==> src/rtl/nbus_master.sv <==
// Native-bus initiator: one request at a time, decoded to per-slave CS_N with SETUP/STROBE/HOLD sequencing.
// Latency accept->rsp_valid: read 4, write 3+WR_CYCLES, error 1; req_ready low from accept until the cycle after the response.
module nbus_master #(
    parameter int NUM_SLV   = 4,
    parameter int WR_CYCLES = 1
) (
    input  logic                   clk,
    input  logic                   reset,
    input  logic                   req_valid,
    output logic                   req_ready,
    input  logic                   req_we,
    input  logic [31:0]            req_addr,
    input  logic [31:0]            req_wdata,
    output logic                   rsp_valid,
    output logic [31:0]            rsp_rdata,
    output logic                   rsp_err,
    output logic [NUM_SLV-1:0]     CS_N,
    output logic                   RD_N,
    output logic                   WR_N,
    output logic [11:0]            Addr,
    output logic [31:0]            DataIn,
    input  logic [NUM_SLV*32-1:0]  s_rdata
);

    typedef enum logic [2:0] {IDLE, SETUP, STROBE, HOLD, RESP, ERR} state_t;

    state_t               state;
    logic                 we_q;
    logic [3:0]           idx_q;
    logic [3:0]           wr_cnt;
    logic [31:0]          rd_hold;
    logic                 req_hit;
    logic [NUM_SLV-1:0]   cs_dec;
    logic [31:0]          slv_rdata;

    always_comb begin
        req_hit = (req_addr[31:16] == 16'h8000) &&
                  (32'(req_addr[15:12]) < NUM_SLV) &&
                  (req_addr[1:0] == 2'b00);
        cs_dec    = '1;
        slv_rdata = '0;
        for (int k = 0; k < NUM_SLV; k++) begin
            cs_dec[k] = (req_addr[15:12] != 4'(k));
            if (idx_q == 4'(k))
                slv_rdata = s_rdata[32*k +: 32];
        end
    end

    always_ff @(posedge clk or posedge reset) begin
        if (reset) begin
            state     <= IDLE;
            req_ready <= 1'b1;
            we_q      <= 1'b0;
            idx_q     <= '0;
            wr_cnt    <= '0;
            rd_hold   <= '0;
            rsp_valid <= 1'b0;
            rsp_rdata <= '0;
            rsp_err   <= 1'b0;
            CS_N      <= '1;
            RD_N      <= 1'b1;
            WR_N      <= 1'b1;
            Addr      <= '0;
            DataIn    <= '0;
        end else begin
            case (state)
                IDLE: begin
                    if (req_valid && req_ready) begin
                        req_ready <= 1'b0;
                        we_q      <= req_we;
                        idx_q     <= req_addr[15:12];
                        if (req_hit) begin
                            state  <= SETUP;
                            CS_N   <= cs_dec;
                            Addr   <= req_addr[11:0];
                            DataIn <= req_we ? req_wdata : 32'h0;
                        end else begin
                            state     <= ERR;
                            rsp_valid <= 1'b1;
                            rsp_err   <= 1'b1;
                        end
                    end
                end
                SETUP: begin
                    state <= STROBE;
                    if (we_q) begin
                        WR_N   <= 1'b0;
                        wr_cnt <= 4'(WR_CYCLES - 1);
                    end else begin
                        RD_N <= 1'b0;
                    end
                end
                STROBE: begin
                    // Slaves clear status on every RD_N-low cycle, so capture exactly once here.
                    if (!we_q) begin
                        rd_hold <= slv_rdata;
                        RD_N    <= 1'b1;
                        state   <= HOLD;
                    end else if (wr_cnt == 4'd0) begin
                        WR_N  <= 1'b1;
                        state <= HOLD;
                    end else begin
                        wr_cnt <= wr_cnt - 4'd1;
                    end
                end
                HOLD: begin
                    state     <= RESP;
                    CS_N      <= '1;
                    Addr      <= '0;
                    DataIn    <= '0;
                    rsp_valid <= 1'b1;
                    rsp_rdata <= we_q ? 32'h0 : rd_hold;
                end
                RESP: begin
                    state     <= IDLE;
                    req_ready <= 1'b1;
                    rsp_valid <= 1'b0;
                    rsp_rdata <= '0;
                end
                ERR: begin
                    state     <= IDLE;
                    req_ready <= 1'b1;
                    rsp_valid <= 1'b0;
                    rsp_err   <= 1'b0;
                end
                default: begin
                    state     <= IDLE;
                    req_ready <= 1'b1;
                end
            endcase
        end
    end

endmodule

==> config.mk <==
export PLATFORM = sky130hd
export DESIGN_NAME = nbus_master
export DESIGN_NICKNAME = d
export VERILOG_FILES = /design/src/rtl/nbus_master.sv
export SDC_FILE = /design/constraint.sdc
export NUM_CORES = 1
export LEC_CHECK = 0
export BUFFER_PORTS_ARGS = -buffer_cell sky130_fd_sc_hd__buf_2
export CORE_MARGIN = 8
export CORE_UTILIZATION = 50
export DETAILED_ROUTE_END_ITERATION = 8
export PLACE_DENSITY = 0.95
export SLEW_MARGIN = 15
export SYNTH_ARGS = -nofsm -noshare
export SYNTH_HDL_FRONTEND = slang
export SYNTH_SLANG_ARGS = --single-unit
==> constraint.sdc <==
create_clock -name clk -period 6.6 [get_ports clk]
set_input_delay 0 -clock clk [delete_from_list [all_inputs] [get_ports clk]]
set_output_delay 0 -clock clk [all_outputs]
set_load 0.02 [all_outputs]
**After elaboration in Yosys (flattened, before gate mapping)**

Cells that the tools add are included.

- Flip-flop bits (word level): 129
- Input bits: 196
- Output and inout port bits: 85
- Word-level logic and storage cells: 103

- Add/subtract/negate cells: 1
- $lt $le $gt $ge: 1
- Eq/ne operators: 22
- Multiplexer cells: 38
- Bitwise operators: 2
- Reduce and logical (&&, ||, !) cells: 25

Operators by type and width:

| kind | count |
|---|---|
| $mux 32 | 8 |
| $pmux 32 s2 | 2 |
| $mux 12 | 2 |
| $pmux 12 s2 | 1 |
| $mux 4 | 5 |
| $ne 2x2->1 const B | 9 |
| $eq 16x16->1 const B | 1 |
| $pmux 4 s2 | 2 |
| $mux 3 | 4 |
| $pmux 3 s4 | 1 |
| $reduce_and 3->1 | 4 |
| $eq 4x2->1 const B | 2 |
| $logic_not 4->1 | 2 |
| $mux 1 | 8 |
| $ne 4x2->1 const B | 2 |
| $pmux 1 s2 | 4 |
| $reduce_and 2->1 | 4 |
| $reduce_and 4->1 | 2 |
| $reduce_bool 2->1 | 4 |
| $eq 3x2->1 const B | 2 |
| $eq 3x3->1 const B | 2 |
| $eq 4x1->1 const B | 1 |
| $lt 4x3->1 const B | 1 |
| $ne 4x1->1 const B | 1 |
| 12 further kinds | 15 |

**Longest topological paths before layout**

- Depth in word-level cells: 6
- Depth in mapped cells: 6
- Gate-level depth less buffers: 6

**Worst setup path after synthesis**

Ideal clock, no wire load.

- Path kind: register to register
- Start: register state[2]
- End: register Addr[11]
- Library setup time: 125 ps
- Arrival: 1647 ps
- Required time: 6475 ps
- Slack: 4828 ps
- Stages on the path, launching flop included: 6
- Path buffers: 1
- Clock period less this slack: 1772 ps
- Path through: dfrtp_1 > nor4b_4 > nand4_1 > nor2_2 > buf_4 > mux2_2

- Cells in the longest elaborated chain, start to end: 3
- Elaborated cells on any way between the ends: 7
- Classes of those cells: eq/ne (3); mux (1); reduce/logical (3)

RTL lines:

| item | line | RTL |
|---|---|---|
| from (decl) | 27 | `state_t state;` |
| from (signal assigned) | 51 | `state <= IDLE;` |
| from (signal assigned) | 73 | `state <= SETUP;` |
| from (signal assigned) | 78 | `state <= ERR;` |
| $eq 3x2->1 / $logic_not 3->1 (equally long branches) | 66 | `case (state)` |
| $reduce_bool 2->1 (no line) / $ne 2x2->1 (equally long branches) | -- |  |
| $reduce_and 3->1 (no line) | -- |  |
| to (signal assigned) | 75 | `Addr <= req_addr[11:0];` |
| to (decl) | 20 | `output logic [11:0] Addr,` |

Parallel ways exist; a longest one is shown, timed or not.
A chain may end at the register's enable or synchronous reset.

**Final worst setup path**

- Start: register idx_q[1]
- End: register rd_hold[7]

- Cells in the longest elaborated chain, start to end: 5
- Elaborated cells on any way between the ends: 8
- Classes of those cells: eq/ne (3); mux (4); reduce/logical (1)

RTL lines:

| item | line | RTL |
|---|---|---|
| from (decl) | 29 | `logic [3:0] idx_q;` |
| from (signal assigned) | 71 | `idx_q <= req_addr[15:12];` |
| $logic_not 4->1 | 44 | `if (idx_q == 4'(k))` |
| $mux 32 (3 in series) | 44 |  |
| $mux 32 * | 44 |  |
| to (signal assigned) | 96 | `rd_hold <= slv_rdata;` |
| to (decl) | 31 | `logic [31:0] rd_hold;` |

Every way passes the cells marked *; elsewhere a longest branch is shown, timed or not.

==> parameters.txt <==
Parameter                              Value

Logic synthesis
  Cell area after synthesis    around 5700 sq um
  Top FF cell, synth    dfrtp_1
  YS warnings    0
  Most instantiated library cell after synthesis    dfrtp_1
  Number of enable flip-flop cells after synthesis    0
  Synth cell count leaders    122 x dfrtp_1, 68 x a22o_1, 56 x a22oi_1, 44 x nor2_1, 29 x a31oi_1
  Share of the yosys chip area belonging to registers    between 50% and 60%
  Mapped Nets    roughly 670
  Cell taking the most area after synthesis    dfrtp_1
  Area fraction of the dominant cell type after synthesis    between 50% and 60%
  Instance count of the mapped netlist    477
  Avg Cell Area, Syn    roughly 12 sq um
  Post-synthesis async set-or-reset flop share    100%
  Number of synthesized register bits    129
  Biggest area contributors in the synthesized netlist    dfrtp_1 54%, a22o_1 10%, a22oi_1 7.4%
  Distinct cell type count after synthesis    44

Clock tree
  Total number of clock tree sinks    approximately 130
  Source-to-sink clock delay at the later pin of the worst-skew pair    between 400 and 500 ps
  H-tree levels    4
  Buffer count from post-CTS setup fixing    0
  Maximum clock path buffer count    2
  Buffer cell driving the clock tree root    clkbuf_16
  TritonCTS clock tree    yes
  Clock-pin transition on the worst setup and hold timing paths    roughly 50 ps
  Number of buffers created by CTS    17

Power
  Worst voltage drop across the vdd grid    0.317 mV
  Switching power share of the total    ~36%
  Logic gate share of total power    between 40% and 50%
  Relative contribution of the clock network to total power    between 20% and 30%
  Pwr/cell area    about 400 nW/um^2
  Net switching power figure    1.32 mW
  Cell-internal power    about 2.3 mW
  Power after layout    3.62 mW
  Sequential cell fraction of total power    34.5%
  Static leakage    around 4.4 nW

STA
  Count of pins over their slew limit    0
  Least setup slack across all paths after layout    between 3000 and 4000 ps
  Period Utilization, post-route    between 50% and 60%
  Post-route clock skew    between 8 and 9 ps
  Final worst path period need    3370 ps
  Transition time at the pin with the least slew margin    roughly 1000 ps
  Fmax    around 300 MHz
  Worst hold margin    35.6 ps
  Final Hold Fails    0
  Number of endpoints failing setup at the final stage    0
  Setup repair after global routing missed its margin    false
  Setup TNS    0 ps
  Slew headroom    about 30%

Route
  Routed vias    roughly 6300
  Pre-antenna DRT Iters    5
  Initial detailed-routing violation count    between 600 and 700
  DR WL/cell    around 23 um
  Final wirelength    around 24 mm
  Vias per inst    just over 6
  Number of nets with antenna violations after detailed routing    0
  Post-route DRC    0

Critical path
  Critical path buffer and inverter count    3
  Beginning of the worst register-to-register path    idx_q[1]
  Standard cell with the maximum stage delay on the critical path    nor4b_4
  Capturing element type of the critical path    register
  Data required time at the worst endpoint    roughly 6900 ps
  Most used cell along the critical path    dlygate4sd3_1
  R2r setup slk    ~3200 ps
  Cell family contributing the most delay on the critical path    buffers and inverters
  Category of the most critical setup path    reg2reg
  Arrival time at the worst endpoint    ~3700 ps
  Crit Reg-Reg Endpoint    rd_hold[7]
  Delay of the slowest cell on the worst path    780 ps
  Cells on worst reg2reg path    6
  Ordered list of cells on the worst path    nor4b_4, buf_4, a22oi_1, dlygate4sd3_1, a31oi_1, dlygate4sd3_1
  CP Max Fanout    15
  Type of origin of the critical path    register

Floorplanning
  CORE AREA    ~11000 sq um
  Vertical die dimension    about 120 um
  Total Die Area    about 15000 sq um
  Cell Rows    39
  Initial core utilization    50.4%
  Number of I/O pins    281
  Width of the die    approximately 120 um

Global route
  Global-route wire length before repair    about 36 mm
  Total gr overflow    0
  Initial antenna violation count    2
  Total Routing Usage GR    a little under a third
  Pin count of the biggest net entering global routing    81
  Number of global-route vias before repair    approximately 6600

Placement
  Final HPWL DP    12.8 mm
  Post-placement setup slack    4230 ps
  Placer congestion estimate    0.855
  Port bufs    280
  Number of instances in the placed design    870
  Total cell area at the placement stage    about 7200 sq um

Flow run
  Max cap viols    0

Worst hold path
  Endpoint of the worst hold path    rd_hold[12]
  Startpoint of the lowest-slack hold path    s_rdata[12]
  Min-Delay Path Depth    3
  Worst min path class    in2reg

Finish
  Number of nets at the end of the flow    ~1100
  Finished layout cell area    a little over 9000 sq um
  Area growth, synth to finish    59.6%
  Layout cell share with drive strength beyond 1    between 30 and 40%
  Final Util    80.5%
  Post-route non-filler standard cell count    1038

Run status
  Run status    completed
logic make-up after synthesis:
logic type      synth area share (%)
simple gates                    11.8
compound gates                  22.7
flops                           57.0
fa+ha+maj                      0.220
buf+inv                         3.70
xor+xnor                       0.154
mux                             4.45
area by class of cell:
type / instances / area [sq um]
antenna: 1 / 2.50
sequential: 129 / 3240
fill: 586 / 2200
inverter: 4 / 17.5
clock buffer: 26 / 499
clock inverter: 6 / 55.1
timing repair buffer: 422 / 2820
tap: 143 / 179
multi-input combinational: 307 / 2270
how the worst max path moves through the flow:
stage             start           to  cells past startpoint
2_1_floorplan     reset      Addr[0]                      1
4_1_cts        idx_q[0]  rd_hold[19]                      6
3_3_place_gp   state[2]   DataIn[24]                      4
3_5_place_dp   state[2]  rd_hold[18]                      3
6_report       idx_q[1]   rd_hold[7]                      6
5_1_grt        idx_q[0]  rd_hold[11]                      6
timing repair:
item	4_1_cts	5_1_grt
gates resized for setup	0	0
hold buffers	133	0
hold endpoints to repair	127	0
flip-flops by register name, indices dropped and copies added (netlist names):
register / flops
req_ready: 1
Addr: 12
rsp_rdata: 32
DataIn: 32
rd_hold: 32
rsp_err: 1
RD_N: 1
idx_q: 4
we_q: 1
state: 3
CS_N: 4
wr_cnt: 4
rsp_valid: 1
WR_N: 1
cells in the final DEF, fill, tap and decap left out, drive strengths merged, types with 4 or more instances in the layout:
cell           n
mux4           4
dlygate4sd3  133
a22o          68
a31oi         29
nor2b         12
nor4           8
nor3           6
a22oi         56
dfstp          7
mux2i          5
mux2          10
nor4b          6
nor2          45
clkinv         5
o21ai          6
a21oi          6
clkbuf        26
inv            4
dfrtp        122
nand3          4
nand2         21
buf          289
power groups by stage:
stage	clock (mW)	combinational, mW	sequential (mW)
floorplan	0	0.718	1.22
global placement	0	0.997	1.23
detailed placement	0	1.04	1.23
CTS	0.879	1.37	1.23
global route	0.921	1.58	1.27
finish	0.883	1.49	1.25
routing by layer:
| layer | wire [um] | GRT usage, % |
|---|---|---|
| met5 | 12 | 0 |
| met3 | 2330 | 9.06 |
| met4 | 1090 | 17.1 |
| met1 | 8210 | 34.9 |
| met2 | 11900 | 52.5 |
worst reg2reg max path, delay by kind of cell (launching register included):
family | cells | cell delay (ps)
compound gates | 2 | 320
flops | 1 | 650
simple gates | 1 | 780
buf+inv | 3 | 1560
Note: power is estimated with default switching activity, not from simulation.
